$ cat config.mk
export PLATFORM = sky130hd
export DESIGN_NAME = path_node_fifo
export DESIGN_NICKNAME = d
export VERILOG_FILES = /design/src/rtl/path_node_fifo.sv
export SDC_FILE = /design/constraint.sdc
export NUM_CORES = 1
export LEC_CHECK = 0
export BUFFER_PORTS_ARGS = -buffer_cell sky130_fd_sc_hd__buf_2
export CORE_ASPECT_RATIO = 2
export CORE_UTILIZATION = 49
export DETAILED_ROUTE_END_ITERATION = 8
export HOLD_SLACK_MARGIN = 0.15
export PLACE_DENSITY = 0.83
export SLEW_MARGIN = 20
export SYNTH_ARGS = -nofsm -noshare
export SYNTH_HDL_FRONTEND = slang
export SYNTH_SLANG_ARGS = --single-unit
$ cat constraint.sdc
create_clock -name clk -period 2.9 [get_ports clk]
set_clock_uncertainty 0.15 [all_clocks]
set_input_delay 0.145 -clock clk [delete_from_list [all_inputs] [get_ports clk]]
set_output_delay 0.145 -clock clk [all_outputs]
set_load 0.02 [all_outputs]
$ cat src/rtl/path_node_fifo.sv
// path_node_fifo: store-snooping path node queue with start/flush control and valid/ready output
module path_node_fifo #(
  parameter int DATA_WIDTH = 32,
  parameter int ADDR_WIDTH = 32,
  parameter int NODE_W = 5,
  parameter int DEPTH = 16,
  parameter logic [ADDR_WIDTH-1:0] PATH_ADDR = 32'h0200_0008,
  parameter logic [ADDR_WIDTH-1:0] CTRL_ADDR = 32'h0200_000C,
  parameter logic [ADDR_WIDTH-1:0] STAT_ADDR = 32'h0200_0010
) (
  input  logic                  clk,
  input  logic                  reset,
  input  logic                  wr_en,
  input  logic [ADDR_WIDTH-1:0] wr_addr,
  input  logic [DATA_WIDTH-1:0] wr_data,
  output logic                  stat_hit,
  output logic [DATA_WIDTH-1:0] stat_rd_data,
  output logic                  node_valid,
  input  logic                  node_ready,
  output logic [NODE_W-1:0]     node_id,
  output logic                  path_done,
  output logic                  overflow
);
  localparam int CNT_W = $clog2(DEPTH) + 1;
  localparam int PW = $clog2(DEPTH);
  localparam logic [1:0] IDLE = 2'd0, LOAD = 2'd1, RUN = 2'd2, DONE = 2'd3;
  logic [1:0] state, state_nx;
  logic [NODE_W-1:0] fifo [DEPTH];
  logic [PW-1:0] rd_ptr, wr_ptr;
  logic [CNT_W-1:0] count;
  logic full, empty, push_hit, ctrl_wr, start, flush, pop, do_push, ovf_set;
  logic unused_data;
  assign unused_data = &{1'b0, wr_data[DATA_WIDTH-1:NODE_W]};
  assign full = count == CNT_W'(DEPTH);
  assign empty = count == '0;
  assign push_hit = wr_en && wr_addr == PATH_ADDR;
  assign ctrl_wr = wr_en && wr_addr == CTRL_ADDR;
  assign start = ctrl_wr && wr_data[0];
  assign flush = ctrl_wr && wr_data[1];
  assign pop = node_valid && node_ready;
  assign do_push = push_hit && state != DONE && (!full || pop);
  assign ovf_set = push_hit && state != DONE && full && !pop;
  always_ff @(posedge clk) begin
    if (!reset) begin
      state <= IDLE;
    end else begin
      state <= state_nx;
    end
  end
  always_comb begin
    state_nx = state;
    case (state)
      IDLE: state_nx = push_hit ? LOAD : IDLE;
      LOAD: state_nx = start ? RUN : LOAD;
      RUN:  state_nx = (pop && count == CNT_W'(1) && !do_push) ? DONE : RUN;
      DONE: state_nx = start ? IDLE : DONE;
      default: state_nx = IDLE;
    endcase
    if (flush) state_nx = IDLE;
  end
  always_comb begin
    node_valid = state == RUN && !empty;
    path_done = state == DONE;
    node_id = fifo[rd_ptr];
    stat_hit = wr_addr == STAT_ADDR;
    stat_rd_data = '0;
    stat_rd_data[CNT_W-1:0] = count;
    stat_rd_data[9:8] = state;
    stat_rd_data[12] = full;
    stat_rd_data[13] = empty;
    stat_rd_data[14] = overflow;
  end
  always_ff @(posedge clk) begin
    if (!reset) begin
      rd_ptr <= '0;
      wr_ptr <= '0;
      count <= '0;
      overflow <= 1'b0;
      for (int i = 0; i < DEPTH; i++) fifo[i] <= '0;
    end else if (flush) begin
      rd_ptr <= '0;
      wr_ptr <= '0;
      count <= '0;
      overflow <= 1'b0;
    end else begin
      if (do_push) fifo[wr_ptr] <= wr_data[NODE_W-1:0];
      wr_ptr <= do_push ? wr_ptr + PW'(1) : wr_ptr;
      rd_ptr <= pop ? rd_ptr + PW'(1) : rd_ptr;
      count <= count + CNT_W'(do_push) - CNT_W'(pop);
      overflow <= overflow || ovf_set;
    end
  end
endmodule

# Word level (Yosys, flattened, before mapping)
# Memory sizes are Yosys's and may differ from the RTL's. A register that Yosys moved wholly into a read port is not among the register bits.
# Cells that the tools add are included.
# word_totals
reg_bits	16
latchBits	0
mem_bits_rw	80
mem_bits_ro	0
inputBits	68
output_inout_bits	41
memories	1
# mem_list
memory	depth	word_bits	read_ports	rd_ports_with_merged_regs	wr	line_no	text
fifo	16	5	1	1	16	28	logic [NODE_W-1:0] fifo [DEPTH];
# classes
addsub	4
multipliers	0
div_mod_pow	0
magnitude_cmp	0
eq_ne	9
shift	0
mux	15
bitwise	1
n_reduce_logical	22
# ops
cell	count
$eq A32 B26 Y1 const B	3
$logic_and A1 B1 Y1	12
$mux W4	3
$add A4 B1 Y4 const B	2
$mux W1	8
$pmux W2 S4	1
$add A5 B1 Y5	1
$eq A5 B1 Y1 const B	1
$eq A5 B5 Y1 const B	1
$logic_not A5 Y1	1
$mux W5	1
$reduce_or A5 Y1	1
$sub A5 B1 Y5	1
$eq A2 B2 Y1 const B	2
$logic_not A1 Y1	4
$mux W2	2
$eq A2 B1 Y1 const B	1
$logic_not A2 Y1	1
$logic_or A1 B1 Y1	2
$ne A2 B2 Y1 const B	1
$reduce_or A2 Y1	1
$not A1 Y1	1

# Logic depth before layout (Yosys ltp)
# Gate-level depths: netlist of the first run.
# logic_depth
ltp_word	12
mapped_depth	16
depth_no_buf	15

# Least setup slack after synthesis of the first run
# Ideal clock, no wire load.
# synth_path
path_kind	register to register
from	register count[2]
to	memory fifo[10][0] (enable)
setup_ns	0.374
arrival_ns	2.283
path_slack_ns	0.093
path_stages_with_launch	8
n_path_buf	0
period_less_slack_ns	2.807
path_cell_list	dfxtp_1 > inv_1 > ha_1 > nand4bb_1 > o21ai_0 > nor4_4 > nand4b_4 > o21ai_0
# synth_lines
element	line_no	text
start, declared	30	logic [CNT_W-1:0] count;
start signal, assigned	89	count <= count + CNT_W'(do_push) - CNT_W'(pop);
end, declared	28	

==> metrics.txt, run 1 <==
Clock Tree Root clkbuf_16; Max stage delay on crit path 0.38 ns; first-pass GRT wire length 18.46 mm; Pwr per Cell Area approximately 530 nW/um2; Largest delay share family, worst path buffers and inverters; CTS buffer count 9; CTS tree yes; Worst-Skew Late Latency 0.34 ns; Clock Path Buffers 2; GP Congestion 0.8779; number of max-cap violations 0; nets between 500 and 600; # diodes 0; Tot GR Track Use 24.51%; Detail Route Antenna Nets 0; CP startpoint count[2]; syn avg cell area 12.59 um2; Avg WL per Cell 18.57 um; pins over their slew limit 0; min-delay worst type input port to flop; Int Pwr 0.002439 W; CORE AREA just under 10000 um2; Post-synth EDFFs 80; VDD IR-drop max 0.0003317 V; Final Hold Fails 0; hold_sp reset; Post-DP HPWL about 9 mm; switching share of power a little over a fifth; ys async rst share 0%; layout cells sized above 1 30.27%; synthesized area between 4000 and 5000 um2; Tot Pwr ~0.0031 W; uppermost layer routed met4; warnings from Yosys 0; fmax between 0.3 and 0.4 GHz; Setup CP Type flop to flop; number of port buffers roughly 60; Die W 73.33 um; Critical Path End Type flop; Netlist cell types 44; Final min period 2.745 ns; row cnt 51; clock sinks 100; leakage power 2.198 nW; FF-to-FF Start count[2]; clk slew on worst S/H paths 0.07 ns; Synth Instances between 300 and 400; wl on met1 3.702 mm; run status finished, final reports clean; WL met2 6.642 mm; Final Cycle Share 94.65%; largest net degree at the start of global routing 22; Vias/cell 5.409; via count 3359; Startpoint Class flop; vias in the first global route 3582; fill cell count 771; IO Count 109; Critical Path AT 2.66 ns; initial antenna violation count 0; Routed met3 length 526 um; register bit total from synthesis 100; Primary FF master, synth edfxtp_1; combinational power share 5.7%; H-tree lvl count 3; first drt pass iteration count 5; clock network fraction of total power 42.5%; crit-path max FO 13; Initial Utilization around half; 1st-iter DRT viols 194; post-CTS setup repair buffer count 0; total grt overflow 0; crit-path cells inv_1 > ha_1 > nand4bb_1 > o21ai_0 > buf_4 > nor4_4 > buf_4 > nand4b_4 > o21ai_1 > buf_4; P_sw between 0.0006 and 0.0007 W; Buf/Inv on CP 4; RSZ-0062 raised after global routing true; sequential area share after synthesis 56.21%; Setup TNS 0 ns; chip height 144.7 um; CP max stage cell dfxtp_1; Residual DRC 0; Area growth, synth to finish 17.74%; die area 10610 um2; critical path required time 2.82 ns; most used cell along the critical path buf_4; Sequential Power Share between 50% and 60%; Setup violations, final 0; final WL roughly 12 mm
==> stage by stage <==
stage / instances / util, % / instance area, um2 / hold WS [ns] / setup slack [ns]
floorplan: 417 / - / 5065 / 0.1968 / 0.09311
global placement: 599 / 55.58 / 5461 / 0.3375 / 0.1606
detailed placement: 599 / 55.58 / 5461 / 0.3413 / 0.07555
CTS: 621 / 59.56 / 5853 / 0.1546 / 0.05138
global route: 621 / 59.74 / 5871 / 0.1753 / -0.002635
finish: 621 / 59.74 / 5871 / 0.1760 / 0.1553
==> final timing paths <==
| kind | depth (start not counted) | to | slack, ns |
|---|---|---|---|
| max | 10 | fifo[11][1] | 0.16 |
| min reg2reg | 2 | overflow | 0.36 |
| min | 3 | wr_ptr[0] | 0.18 |
| max reg2reg | 10 | fifo[11][1] | 0.16 |
==> cells by family after synthesis <==
kind of cell / count (synthesis) / share of synthesized area, %
flops: 100 / 56.21
fa+ha+maj: 11 / 2.911
buf+inv: 56 / 7.302
xor+xnor: 10 / 1.757
other cells: 1 / 0.07521
simple gates: 161 / 16.46
mux: 27 / 11.69
compound gates: 30 / 3.589
==> state kept, by name, summed over array words and instances (netlist names), named ones only <==
signal	count
fifo	80
count	5
rd_ptr	4
wr_ptr	4
state	2
overflow	1
==> final cells by class <==
class | instances | area [um2] | area share, %
inverter | 14 | 52.55 | 0.8951
clock inverter | 7 | 106.4 | 1.812
timing repair buffer | 98 | 603.1 | 10.27
multi-input combinational | 261 | 1916 | 32.63
clock buffer | 9 | 225.2 | 3.836
sequential | 100 | 2803 | 47.74
tap | 132 | 165.2 | 2.813
==> power by group through the flow <==
stage | Clock [W] | Combinational (W) | Sequential, W
6_report | 0.00132 | 0.000177 | 0.00161
3_3_place_gp | 0 | 0.000165 | 0.00164
3_5_place_dp | 0 | 0.000171 | 0.00165
4_1_cts | 0.00133 | 0.000176 | 0.00161
5_1_grt | 0.00139 | 0.000190 | 0.00162
2_1_floorplan | 0 | 0.000110 | 0.00164
==> Yosys cell counts, types with 4 or more instances <==
| master | n | area share, % |
|---|---|---|
| ha_1 | 10 | 2.5 |
| mux4_2 | 25 | 11 |
| nor2_1 | 101 | 7.6 |
| xnor2_1 | 6 | 1.1 |
| nor4_1 | 5 | 0.63 |
| edfxtp_1 | 80 | 48 |
| nand2_1 | 26 | 2.0 |
| buf_4 | 25 | 3.8 |
| xor2_1 | 4 | 0.70 |
| dfxtp_1 | 20 | 8.0 |
| a21oi_1 | 4 | 0.40 |
| clkbuf_1 | 8 | 0.60 |
| buf_6 | 8 | 1.8 |
| o21ai_0 | 18 | 1.8 |
| inv_1 | 14 | 1.1 |
==> worst reg2reg max path, stage by stage (launching register included) <==
cell and delay (ns):
dfxtp_1 0.38, inv_1 0.08, ha_1 0.23, nand4bb_1 0.14
o21ai_0 0.12, buf_4 0.18, nor4_4 0.15, buf_4 0.25
nand4b_4 0.23, o21ai_1 0.35, buf_4 0.20
==> per-layer routing <==
layer  up-vias  track usage, %
met4         0           17.11
met2       154           45.18
met5         -               0
met1      1618           24.42
met3        35           3.532
li1       1552               -
==> placed cells by master, fill, tap and decap left out, types with 2 or more instances in the layout <==
master         Yosys  final
clkbuf_16          0      9
nand4_2            2      2
buf_4             25     33
buf_2              0     59
ha_1              10     10
xor2_1             4      4
bufinv_16          0      2
a21oi_1            4      4
xnor2_1            6      6
nand4_1            2      2
mux2i_1            2      2
mux4_2            25     25
and3b_1            2      2
clkinvlp_4         0      2
nor4_1             5      5
edfxtp_1          80     80
o21ai_0           18     16
inv_8              0      2
nand4b_4           2      2
nor3b_1            2      2
nor4_2             3      3
inv_1             14     14
conb_1             1     22
nor2_1           101    101
o21ai_1            0      2
a31oi_1            3      3
dfxtp_1           20     20
dlygate4sd3_1      0      6
nand2_1           26     26
nor3_1             3      3
==> what timing repair did <==
item | 4_1_cts | 5_1_grt
hold buffers | 6 | 0
endpoints found under the setup margin | 0 | 11
gates resized for setup | 0 | 5
endpoints found under the hold margin | 27 | 0
Power figures use the tool's default switching activity.
==> run 2, diff against run 1 <==
--- a/config.mk
+++ b/config.mk
@@ -7,10 +7,10 @@
 export LEC_CHECK = 0
 export BUFFER_PORTS_ARGS = -buffer_cell sky130_fd_sc_hd__buf_2
 export CORE_ASPECT_RATIO = 2
-export CORE_UTILIZATION = 49
+export CORE_UTILIZATION = 55
 export DETAILED_ROUTE_END_ITERATION = 8
 export HOLD_SLACK_MARGIN = 0.15
-export PLACE_DENSITY = 0.83
+export PLACE_DENSITY = 0.88
 export SLEW_MARGIN = 20
 export SYNTH_ARGS = -nofsm -noshare
 export SYNTH_HDL_FRONTEND = slang
==> constraint.sdc (replaced) <==
create_clock -name clk -period 3.1 [get_ports clk]
set_clock_uncertainty 0.15 [all_clocks]
set_input_delay 0.155 -clock clk [delete_from_list [all_inputs] [get_ports clk]]
set_output_delay 0.155 -clock clk [all_outputs]
set_load 0.02 [all_outputs]
==> run 2 against run 1 <==
  * Setup slack better by 0.11 ns
  * Register-to-register slack better by 0.11 ns
  * Critical path depth is 4 higher
  * Sequential cell count stayed put
  * Global-route usage is 1.5 points higher
  * Sequential share of layout area is 1.6 points higher
  * First-iteration DRC count is 21% higher
  * Maximum frequency is 3.1% lower
  * Non-clock buffer count is 10 lower
  * Via count is 1.3% higher
==> metrics.txt, run 2 (synthesis gave the netlist of run 1 again) <==
row cnt 48 (-5.9%); post-CTS setup repair buffer count 0 (unchanged); via count 3402 (+1.3%); layout cells sized above 1 29.23% (-1.0 points); CTS tree yes; critical path required time 3.22 ns (+0.40 ns); CTS buffer count 9 (unchanged); total grt overflow 0 (unchanged); first-pass GRT wire length 17.88 mm (-3.1%); Final Instance Area 5685 um2 (-3.2%); fill cell count 604 (-22%); clock sinks 100 (unchanged); # diodes 0 (unchanged); Setup CP Type flop to flop; Setup violations, final 0 (unchanged); largest registers fifo: 80 flops, count: 5 flops; Startpoint Class flop; Residual DRC 0 (unchanged); GP Congestion 0.9115 (+3.8%); Biggest register fifo; Largest register FFs 80 (unchanged); crit-path max FO 6 (-7); Worst-Skew Late Latency 0.34 ns (about the same); leakage power 2.109 nW (-4.1%); Area growth, synth to finish 14.03%; Final Cycle Share 91.33% (-3.3 points); final WL 11.66 mm (+1.1%); clk slew on worst S/H paths 0.07 ns (about the same); VDD IR-drop max 0.0003238 V (-2.4%); vias in the first global route 3459 (-3.4%); CORE AREA 8708 um2 (-11%); initial antenna violation count 0 (unchanged); Post-DP HPWL 8.861 mm (-0.55%); most common cell after layout, fill and taps aside nor2_1; largest net degree at the start of global routing 25 (+14%); Clock Path Buffers 2 (unchanged); Critical Path End Type flop; Non-Filler Instances 579 (-6.8%); Vias/cell 5.876 (+8.6%); 1st-iter DRT viols 235 (+21%); final core occ 65.29% (+5.5 points); Post-Place Cells 560 (-6.5%); Critical Path AT 2.96 ns (+0.30 ns); number of port buffers 59 (unchanged); Detail Route Antenna Nets 0 (unchanged); placed inst area 5369 um2 (-1.7%); Tot GR Track Use 26.05% (+1.5 points); nets 553 (-1.8%); Setup TNS 0 ns (unchanged); Initial Utilization 57.26% (+6.5 points); die area 9473 um2 (-11%); H-tree lvl count 3 (unchanged); run status finished, final reports clean; number of max-cap violations 0 (unchanged); IO Count 109 (unchanged); chip height 136.7 um (-5.5%); Final min period 2.831 ns (+0.08664 ns); first drt pass iteration count 5 (unchanged); fmax 0.3532 GHz (-3.1%); Pwr per Cell Area 477.0 nW/um2 (-10%); Avg WL per Cell 20.13 um (+8.4%); Final Hold Fails 0 (unchanged); Die W 69.33 um (-5.5%); min-delay worst type input port to flop; Clock Tree Root clkbuf_16; RSZ-0062 raised after global routing false; commonest non-fill, non-tap cells in the layout nor2_1 (101), edfxtp_1 (80), buf_2 (59); pins over their slew limit 0 (unchanged)
run 2: cell types whose count changed in the layout (fill, tap and decap cells not counted), sizes merged, moves of 2 or more:
cell / before / now
buf: 92 / 85
dlygate4sd3: 6 / 3
bufinv: 2 / 0
clkinv: 0 / 2
inv: 17 / 15
run 2: worst max-delay path, cell delays in order, from the launching register on:
cell,delay [ns]
dfxtp_1,0.33
inv_1,0.09
ha_1,0.19
nor4b_2,0.35
nor2b_2,0.16
a21bo_2,0.26
nand2_1,0.06
ha_1,0.19
inv_1,0.08
fa_1,0.20
inv_1,0.05
a21oi_1,0.12
nor2_1,0.06
or3_1,0.34
a21oi_1,0.14
run 2: where the power goes:
part	total (W)	internal, W	switching, W
Combinational	0.000160	0.0000627	0.0000976
Sequential	0.00151	0.00149	0.0000145
Clock	0.00104	0.000550	0.000493
Total	0.00271	0.00211	0.000605
run 2: path summary, 6_finish.rpt:
kind,from,endpoint,slack (ns),cells past startpoint
setup / recovery,count[3],count[4],0.27,14
hold / removal,reset,wr_ptr[2],0.17,3
setup reg to reg,count[3],count[4],0.27,14
hold reg to reg,overflow,overflow,0.36,2
run 2: area by class of cell:
type | instances | area, um2 | area share (%)
multi-input combinational | 261 | 1907 | 33.54
timing repair buffer | 88 | 520.5 | 9.155
clock inverter | 6 | 48.80 | 0.8583
sequential | 100 | 2803 | 49.30
inverter | 14 | 52.55 | 0.9243
tap | 100 | 125.1 | 2.201
clock buffer | 10 | 229.0 | 4.027
run 2: through the flow:
step / power [W] / hold WS [ns] / setup WS (ns)
after floorplan: 0.001635 / 0.2068 / 0.2931
after global routing: 0.002765 / 0.1885 / 0.07465
after detailed placement: 0.001696 / 0.3335 / 0.08504
after global placement: 0.001685 / 0.3268 / 0.3461
after CTS: 0.002707 / 0.1586 / 0.05834
final: 0.002712 / 0.1706 / 0.2686
run 2: repair_timing:
item / CTS / global route
endpoints found under the setup margin: 0 / 1
gates resized for setup: 0 / 2
hold endpoints to repair: 6 / 0
hold buffers: 3 / 0
run 2: routing by layer:
metal	vias to the layer above	GRT usage, %	part of all wire (%)
li1	1532	-	-
met5	-	0	0
met4	0	16.89	5.8
met1	1649	23.80	31
met3	37	3.535	4.9
met2	184	51.83	58
